===== src/rtl/melody_sequencer.sv =====
// Melody sequencer: steps a 32-entry note ROM at a fixed tempo and drives a square-wave tone.
// Build option: define MELODY_LOOP_EN to wrap from note 31 back to note 0 instead of stopping.
module melody_sequencer #(
    parameter int BW           = 16,
    parameter int TEMPO_CYCLES = 1500000,
    parameter int GAP_CYCLES   = 150000
) (
    input  logic          clk_i,
    input  logic          rst_i,
    input  logic          start_i,
    input  logic          stop_i,
    input  logic [BW-1:0] divider_value_i,
    output logic [4:0]    note_index_o,
    output logic          tone_o,
    output logic          busy_o,
    output logic          note_strobe_o,
    output logic          done_o
);

    typedef enum logic [1:0] {
        IDLE = 2'd0,
        PLAY = 2'd1,
        GAP  = 2'd2
    } state_t;

    localparam int TW = $clog2(TEMPO_CYCLES + 1);

    // Last slot cycle spent sounding, and last cycle of the whole slot.
    localparam logic [TW-1:0] PLAY_LAST = TW'(TEMPO_CYCLES - GAP_CYCLES - 1);
    localparam logic [TW-1:0] SLOT_LAST = TW'(TEMPO_CYCLES - 1);
    localparam bit            LEGATO    = (GAP_CYCLES == 0);

    state_t        state_q, state_d;
    logic [4:0]    idx_q, idx_d;
    logic [TW-1:0] tcnt_q, tcnt_d;
    logic [BW-1:0] dcnt_q, dcnt_d;
    logic          tone_q, tone_d;
    logic          busy_q, busy_d;
    logic          strobe_q, strobe_d;
    logic          done_q, done_d;
    logic          slot_end;
    logic          last_note;
    logic          div_zero;
    logic          div_wrap;

    assign last_note = (idx_q == 5'd31);
    assign div_zero  = (divider_value_i == '0);
    assign div_wrap  = (dcnt_q == divider_value_i - BW'(1));

    // Next-state, slot timing and tone generation.
    always_comb begin
        state_d  = state_q;
        idx_d    = idx_q;
        tcnt_d   = tcnt_q + TW'(1);
        dcnt_d   = dcnt_q;
        tone_d   = tone_q;
        strobe_d = 1'b0;
        done_d   = 1'b0;
        slot_end = 1'b0;

        case (state_q)
            IDLE: begin
                tcnt_d = '0;
                dcnt_d = '0;
                tone_d = 1'b0;
                idx_d  = '0;
                if (start_i && !stop_i) begin
                    state_d  = PLAY;
                    strobe_d = 1'b1;
                end
            end
            PLAY: begin
                // Half-period counter; a zero divider is a rest.
                if (div_zero) begin
                    tone_d = 1'b0;
                    dcnt_d = '0;
                end else if (div_wrap) begin
                    tone_d = ~tone_q;
                    dcnt_d = '0;
                end else begin
                    dcnt_d = dcnt_q + BW'(1);
                end
                if (tcnt_q == PLAY_LAST) begin
                    if (LEGATO) begin
                        slot_end = 1'b1;
                    end else begin
                        state_d = GAP;
                        tone_d  = 1'b0;
                        dcnt_d  = '0;
                    end
                end
            end
            GAP: begin
                tone_d = 1'b0;
                dcnt_d = '0;
                if (tcnt_q == SLOT_LAST) begin
                    slot_end = 1'b1;
                end
            end
            default: begin
                state_d = IDLE;
                idx_d   = '0;
                tcnt_d  = '0;
                dcnt_d  = '0;
                tone_d  = 1'b0;
            end
        endcase

        // Every new slot starts silent with fresh counters.
        if (slot_end) begin
            tcnt_d = '0;
            dcnt_d = '0;
            tone_d = 1'b0;
            if (last_note) begin
`ifdef MELODY_LOOP_EN
                state_d  = PLAY;
                idx_d    = '0;
                strobe_d = 1'b1;
`else
                state_d  = IDLE;
                idx_d    = '0;
                done_d   = 1'b1;
`endif
            end else begin
                state_d  = PLAY;
                idx_d    = idx_q + 5'd1;
                strobe_d = 1'b1;
            end
        end

        // Abort wins over everything while playing.
        if (stop_i && (state_q != IDLE)) begin
            state_d  = IDLE;
            idx_d    = '0;
            tcnt_d   = '0;
            dcnt_d   = '0;
            tone_d   = 1'b0;
            strobe_d = 1'b0;
            done_d   = 1'b0;
        end

        busy_d = (state_d != IDLE);
    end

    // State and registered outputs.
    always_ff @(posedge clk_i) begin
        if (rst_i) begin
            state_q  <= IDLE;
            idx_q    <= '0;
            tcnt_q   <= '0;
            dcnt_q   <= '0;
            tone_q   <= 1'b0;
            busy_q   <= 1'b0;
            strobe_q <= 1'b0;
            done_q   <= 1'b0;
        end else begin
            state_q  <= state_d;
            idx_q    <= idx_d;
            tcnt_q   <= tcnt_d;
            dcnt_q   <= dcnt_d;
            tone_q   <= tone_d;
            busy_q   <= busy_d;
            strobe_q <= strobe_d;
            done_q   <= done_d;
        end
    end

    assign note_index_o  = idx_q;
    assign tone_o        = tone_q;
    assign busy_o        = busy_q;
    assign note_strobe_o = strobe_q;
    assign done_o        = done_q;

endmodule


===== config.mk =====
export PLATFORM = sky130hd
export DESIGN_NAME = melody_sequencer
export DESIGN_NICKNAME = d
export VERILOG_FILES = /design/src/rtl/melody_sequencer.sv
export SDC_FILE = /design/constraint.sdc
export NUM_CORES = 1
export LEC_CHECK = 0
export CAP_MARGIN = 5
export CORE_MARGIN = 2
export CORE_UTILIZATION = 32
export CTS_BUF_LIST = sky130_fd_sc_hd__clkbuf_16
export CTS_CLUSTER_DIAMETER = 120
export DETAILED_ROUTE_END_ITERATION = 8
export GPL_TIMING_DRIVEN = 0
export PLACE_DENSITY_LB_ADDON = 0.12
export SKIP_CTS_REPAIR_TIMING = 1
export SYNTH_ARGS = -nofsm -noshare
export SYNTH_HDL_FRONTEND = slang
export SYNTH_SLANG_ARGS = --single-unit

===== constraint.sdc =====
create_clock -name clk_i -period 5.45 [get_ports clk_i]
set_clock_uncertainty 0.1 [all_clocks]
set_input_delay 1.09 -clock clk_i [delete_from_list [all_inputs] [get_ports clk_i]]
set_output_delay 1.09 -clock clk_i [all_outputs]
set_load 0.01 [all_outputs]

# Word level (Yosys, flattened, before mapping)

Cells that the tools add are included.
W data, S select, Z words.

Bits in registers: 48
Bits of input ports: 20
Output and inout port bits: 9
Word-level logic and storage cells: 52

Add/sub/neg operators: 4
Equal/unequal tests: 7
Mux-type cells: 16
Bitwise gates (word level): 4
Reductions and logical operators: 13

Operators by type and width:

| cell                    | number |
|---|---|
| $eq A21 B21 Y1 const B  | 2 |
| $add A21 B1 Y21 const B | 1 |
| $add A16 B1 Y16 const B | 1 |
| $eq A16 B16 Y1          | 1 |
| $logic_not A16 Y1       | 1 |
| $sub A16 B1 Y16 const B | 1 |
| $mux W5                 | 3 |
| $mux W1                 | 8 |
| $mux W2                 | 4 |
| $reduce_or A7 Y1        | 1 |
| $pmux W2 S3             | 1 |
| $reduce_or A6 Y1        | 1 |
| $add A5 B1 Y5 const B   | 1 |
| $eq A5 B5 Y1 const B    | 1 |
| $not A1 Y1              | 4 |
| $reduce_bool A2 Y1      | 2 |
| $reduce_or A2 Y1        | 2 |
| $reduce_or A4 Y1        | 1 |
| $reduce_or A3 Y1        | 1 |
| $eq A2 B1 Y1 const B    | 1 |
| $eq A2 B2 Y1 const B    | 1 |
| $logic_and A1 B1 Y1     | 2 |
| $logic_not A2 Y1        | 1 |
| $ne A2 B1 Y1 const B    | 1 |
| $logic_not A1 Y1        | 1 |

# Depth between registers and ports, before layout

Depth in word-level cells: 7
Depth in mapped cells: 10
Depth with buffers taken out: 8

# Least setup slack after synthesis

Ideal clock, no wire load.

Path type: input-to-reg
From: input divider_value_i[3]
To: register dcnt_q[12]
Arrival time: 3.288 ns
Data required time: 5.210 ns
Setup slack: 1.922 ns
Cell stages on the path: 8
Path buffers: 2
Cells stage by stage: buf_2 -> or4_4 -> or4_4 -> a22oi_2 -> nand4_2 -> nor4b_4 -> buf_6 -> nor3_2

Longest elaborated chain between the ends: 3

Ends and longest elaborated chain:

| element                             | line | text |
|---|---|---|
| start, declared                     | 12   | `input logic [BW-1:0] divider_value_i,` |
| $sub A16 B1 Y16                     | 48   | `assign div_wrap = (dcnt_q == divider_value_i - BW'(1));` |
| $eq A16 B16 Y1                      | 48   |  |
| $reduce_or A7 Y1 (no source line) * | --   |  |
| end signal, assigned                | 160  | `dcnt_q <= dcnt_d;` |
| end, declared                       | 36   | `logic [BW-1:0] dcnt_q, dcnt_d;` |

Mark *: on every way between the ends. The rest lies on a longest branch, timed or not.
A chain may end at the register's enable or synchronous reset.

# Worst setup path in the final report

From: input divider_value_i[0]
To: register dcnt_q[12]

The elaborated chain is that of the path after synthesis.

==> qor.txt <==
Placer Congestion: 0.8166
Cell area after synthesis: 2955 um2
Number of synthesized register bits: 48
Async S/R FF share, synth: 0
Critical path's slowest cell: clkdlybuf4s50_1
Crit path max fanout: 10
Commonest cells in the synthesized netlist: dfxtp_1, nor2_1, nand2_1
Area Growth Syn to Fin: 17.91%
Root Buffer: clkbuf_16
Largest net degree at the start of global routing: 15
Std cell rows: 35
Synth Flop Type: dfxtp_1
Finished Cell Area: 3485 um2
# clock sinks: 48
Tcrit/Tclk final: 0.7650
Top cell type's share of synthesized area: 0.3251
Core area: 9109 um2
GRT Resource Usage Total: 0.1430
Worst EP arrival: 4.22 ns
EDFF count, synth: 0
Largest area contributor in the netlist: dfxtp_1
PwrDens: 208.5 nW/um2
Via count: 2548
Critical path type: in -> reg
Post-layout util: 0.3826
Final hold violation count: 0
Sequential fraction of design power: 0.488
Most numerous cell in the Yosys netlist: dfxtp_1
Worst-skew pair later-pin latency: 0.29 ns
Total CTS buffers: 5
Final ANT Viol Nets: 0
Post-synthesis sequential area ratio: 0.3251
Worst-case clock buffer depth: 2
Yosys warning count: 0
Reg clk slew, reported paths: 0.06 ns
Htree depth: 2
Share of total power in the clock network: 0.411
Cells after Synth: 351
Initial antenna violation count: 0
Status: finished, final reports clean
Worst Tran Pin Value: 0.8493 ns
CTS tree: yes
Hold Path Class: reg -> reg
Initial drt markers: 93
Global route overflow: 0
Vias per inst: 5.147
Syn Nets: 381
Post-DP Area: 3344 um2
Reg2Reg Setup Slack: 2.76 ns
Slowest stage delay, CP: 0.55 ns
First-pass GRT wire length: 11600 um
Share of cells above drive strength 1: 0.09375
Non-filler cells, final: 495
Placed Cells: 487
Final min period: 4.169 ns
Synth unique cells: 58
Switching share of power: 0.2391
Drt first pass iters: 5
Post-Syn Area per Cell: 8.420 um2
CP Launch Type: input pin
Post-DP HPWL: 5161 um
Max Cap Viol: 0
R2R Path Start: state_q[0]
Die area: 10020 um2
Horiz. Die Dim: 100.1 um
Pint: 0.5527 mW
CP Cell Sequence: clkdlybuf4s50_1 > inv_1 > ha_1 > clkbuf_1 > inv_1 > a211o_1 > a311oi_1 > nand4_2 > nor4b_4 > buf_6 > nor3_2
Slew headroom: 0.4291
Leak Pwr: 1.119 nW
DRC: 0
Peak supply drop: 132.6 uV
Setup violators final: 0
Starting density of the core: 0.3245
Ant. Diodes: 0
Critical path origin: divider_value_i[0]
Max-slew violations: 0
Most used cell, CP: inv_1
Port Buffers: 25
Fin nets: 413
Worst Hold Launch: tcnt_q[0]
CP Data Required Time: 5.50 ns
Comb pwr share: 0.100
Power, Total: 0.7264 mW
Sw power: 0.1737 mW
Wirelength, routed: 6825 um
Vias in the first global route: 2502
Die Y: 100.1 um
Critical Path End Type: register
# IOs: 29
Wire per inst: 13.79 um
FMAX: 239.8 MHz
Unrepaired setup endpoints after global routing: no
Area contributors post-synth: dfxtp_1, xnor2_1, xor2_1
Total negative slack: 0 ns
-- area by class of cell --
| cell class | count | area, um2 |
|---|---|---|
| Fill cell | 983 | 5624 |
| Multi-Input combinational cell | 277 | 1881 |
| Sequential cell | 48 | 960.9 |
| Timing Repair Buffer | 25 | 250.2 |
| Tap cell | 111 | 138.9 |
| Clock buffer | 5 | 125.1 |
| Buffer | 13 | 65.06 |
| Inverter | 13 | 48.80 |
| Clock inverter | 3 | 15.01 |
-- kinds of logic (layout without fill, tap and decap cells) --
family,after synthesis,after routing,synth area share
AOI/OAI and AO/OA,39,39,0.09230
xor gates and xnor gates,53,53,0.1617
adders and majority gates,10,10,0.04234
buffers and inverters,26,59,0.03852
DFF,48,48,0.3251
muxes,2,2,0.006774
and+or+nand+nor,173,173,0.3332
-- path summary, 6_finish.rpt --
kind / to / depth (start not counted)
setup reg to reg: dcnt_q[1] / 9
hold / removal: tcnt_q[0] / 1
hold reg to reg: tcnt_q[0] / 1
setup / recovery: dcnt_q[12] / 11
-- sequential cells by signal, indices dropped and copies added (netlist names) --
register       count
done_o             1
tcnt_q            21
note_strobe_o      1
busy_o             1
note_index_o       5
dcnt_q            16
state_q            2
tone_o             1
-- per-stage QoR --
stage	hold slack [ns]	worst slack, ns
floorplan	0.3175	1.922
global route	0.3906	1.055
finish	0.3672	1.281
CTS	0.3646	1.235
global placement	0.3333	0.9214
detailed placement	0.3425	0.9471
-- metal layers --
layer  track usage  up-vias  part of all wire  wire length [um]
met1        0.1757     1202              0.48              3265
met2        0.2516       33              0.48              3268
met5             0        -                 0                 0
met3       0.02437        6             0.031               211
met4       0.05163        0             0.012                80
li1              -     1307                 -                 -
-- critical path, delay by kind of cell --
family | cells | cell delay [ns]
buffers and inverters | 5 | 1.50
AND/OR/NAND/NOR | 3 | 0.79
AO/OA/AOI/OAI | 2 | 0.66
adder cells (fa/ha/maj) | 1 | 0.17
-- layout by cell type (no fill, tap or decap), drive strengths merged, types with 2 or more instances in the layout --
master / count
clkbuf: 14
or3: 4
or4: 3
o21ai: 8
mux2i: 2
a31oi: 2
nor3: 22
o41ai: 2
and2: 2
clkdlybuf4s50: 25
a22oi: 3
ha: 10
xnor2: 26
nor4: 10
a21o: 2
inv: 14
a21oi: 8
xor2: 26
nand2: 31
nor4b: 4
and3: 6
nand4: 15
nand3: 16
or2: 6
or4b: 3
a311oi: 2
o311ai: 2
nor2: 41
dfxtp: 48
nand2b: 2
or3b: 2
buf: 4
-- power by group through the flow --
stage	combinational, mW	clock, mW	sequential [mW]
CTS	0.0738	0.309	0.355
finish	0.0730	0.299	0.355
global route	0.0807	0.324	0.355
floorplan	0.0429	0	0.363
detailed placement	0.0732	0	0.363
global placement	0.0730	0	0.363
(Power assumes the default switching activity.)
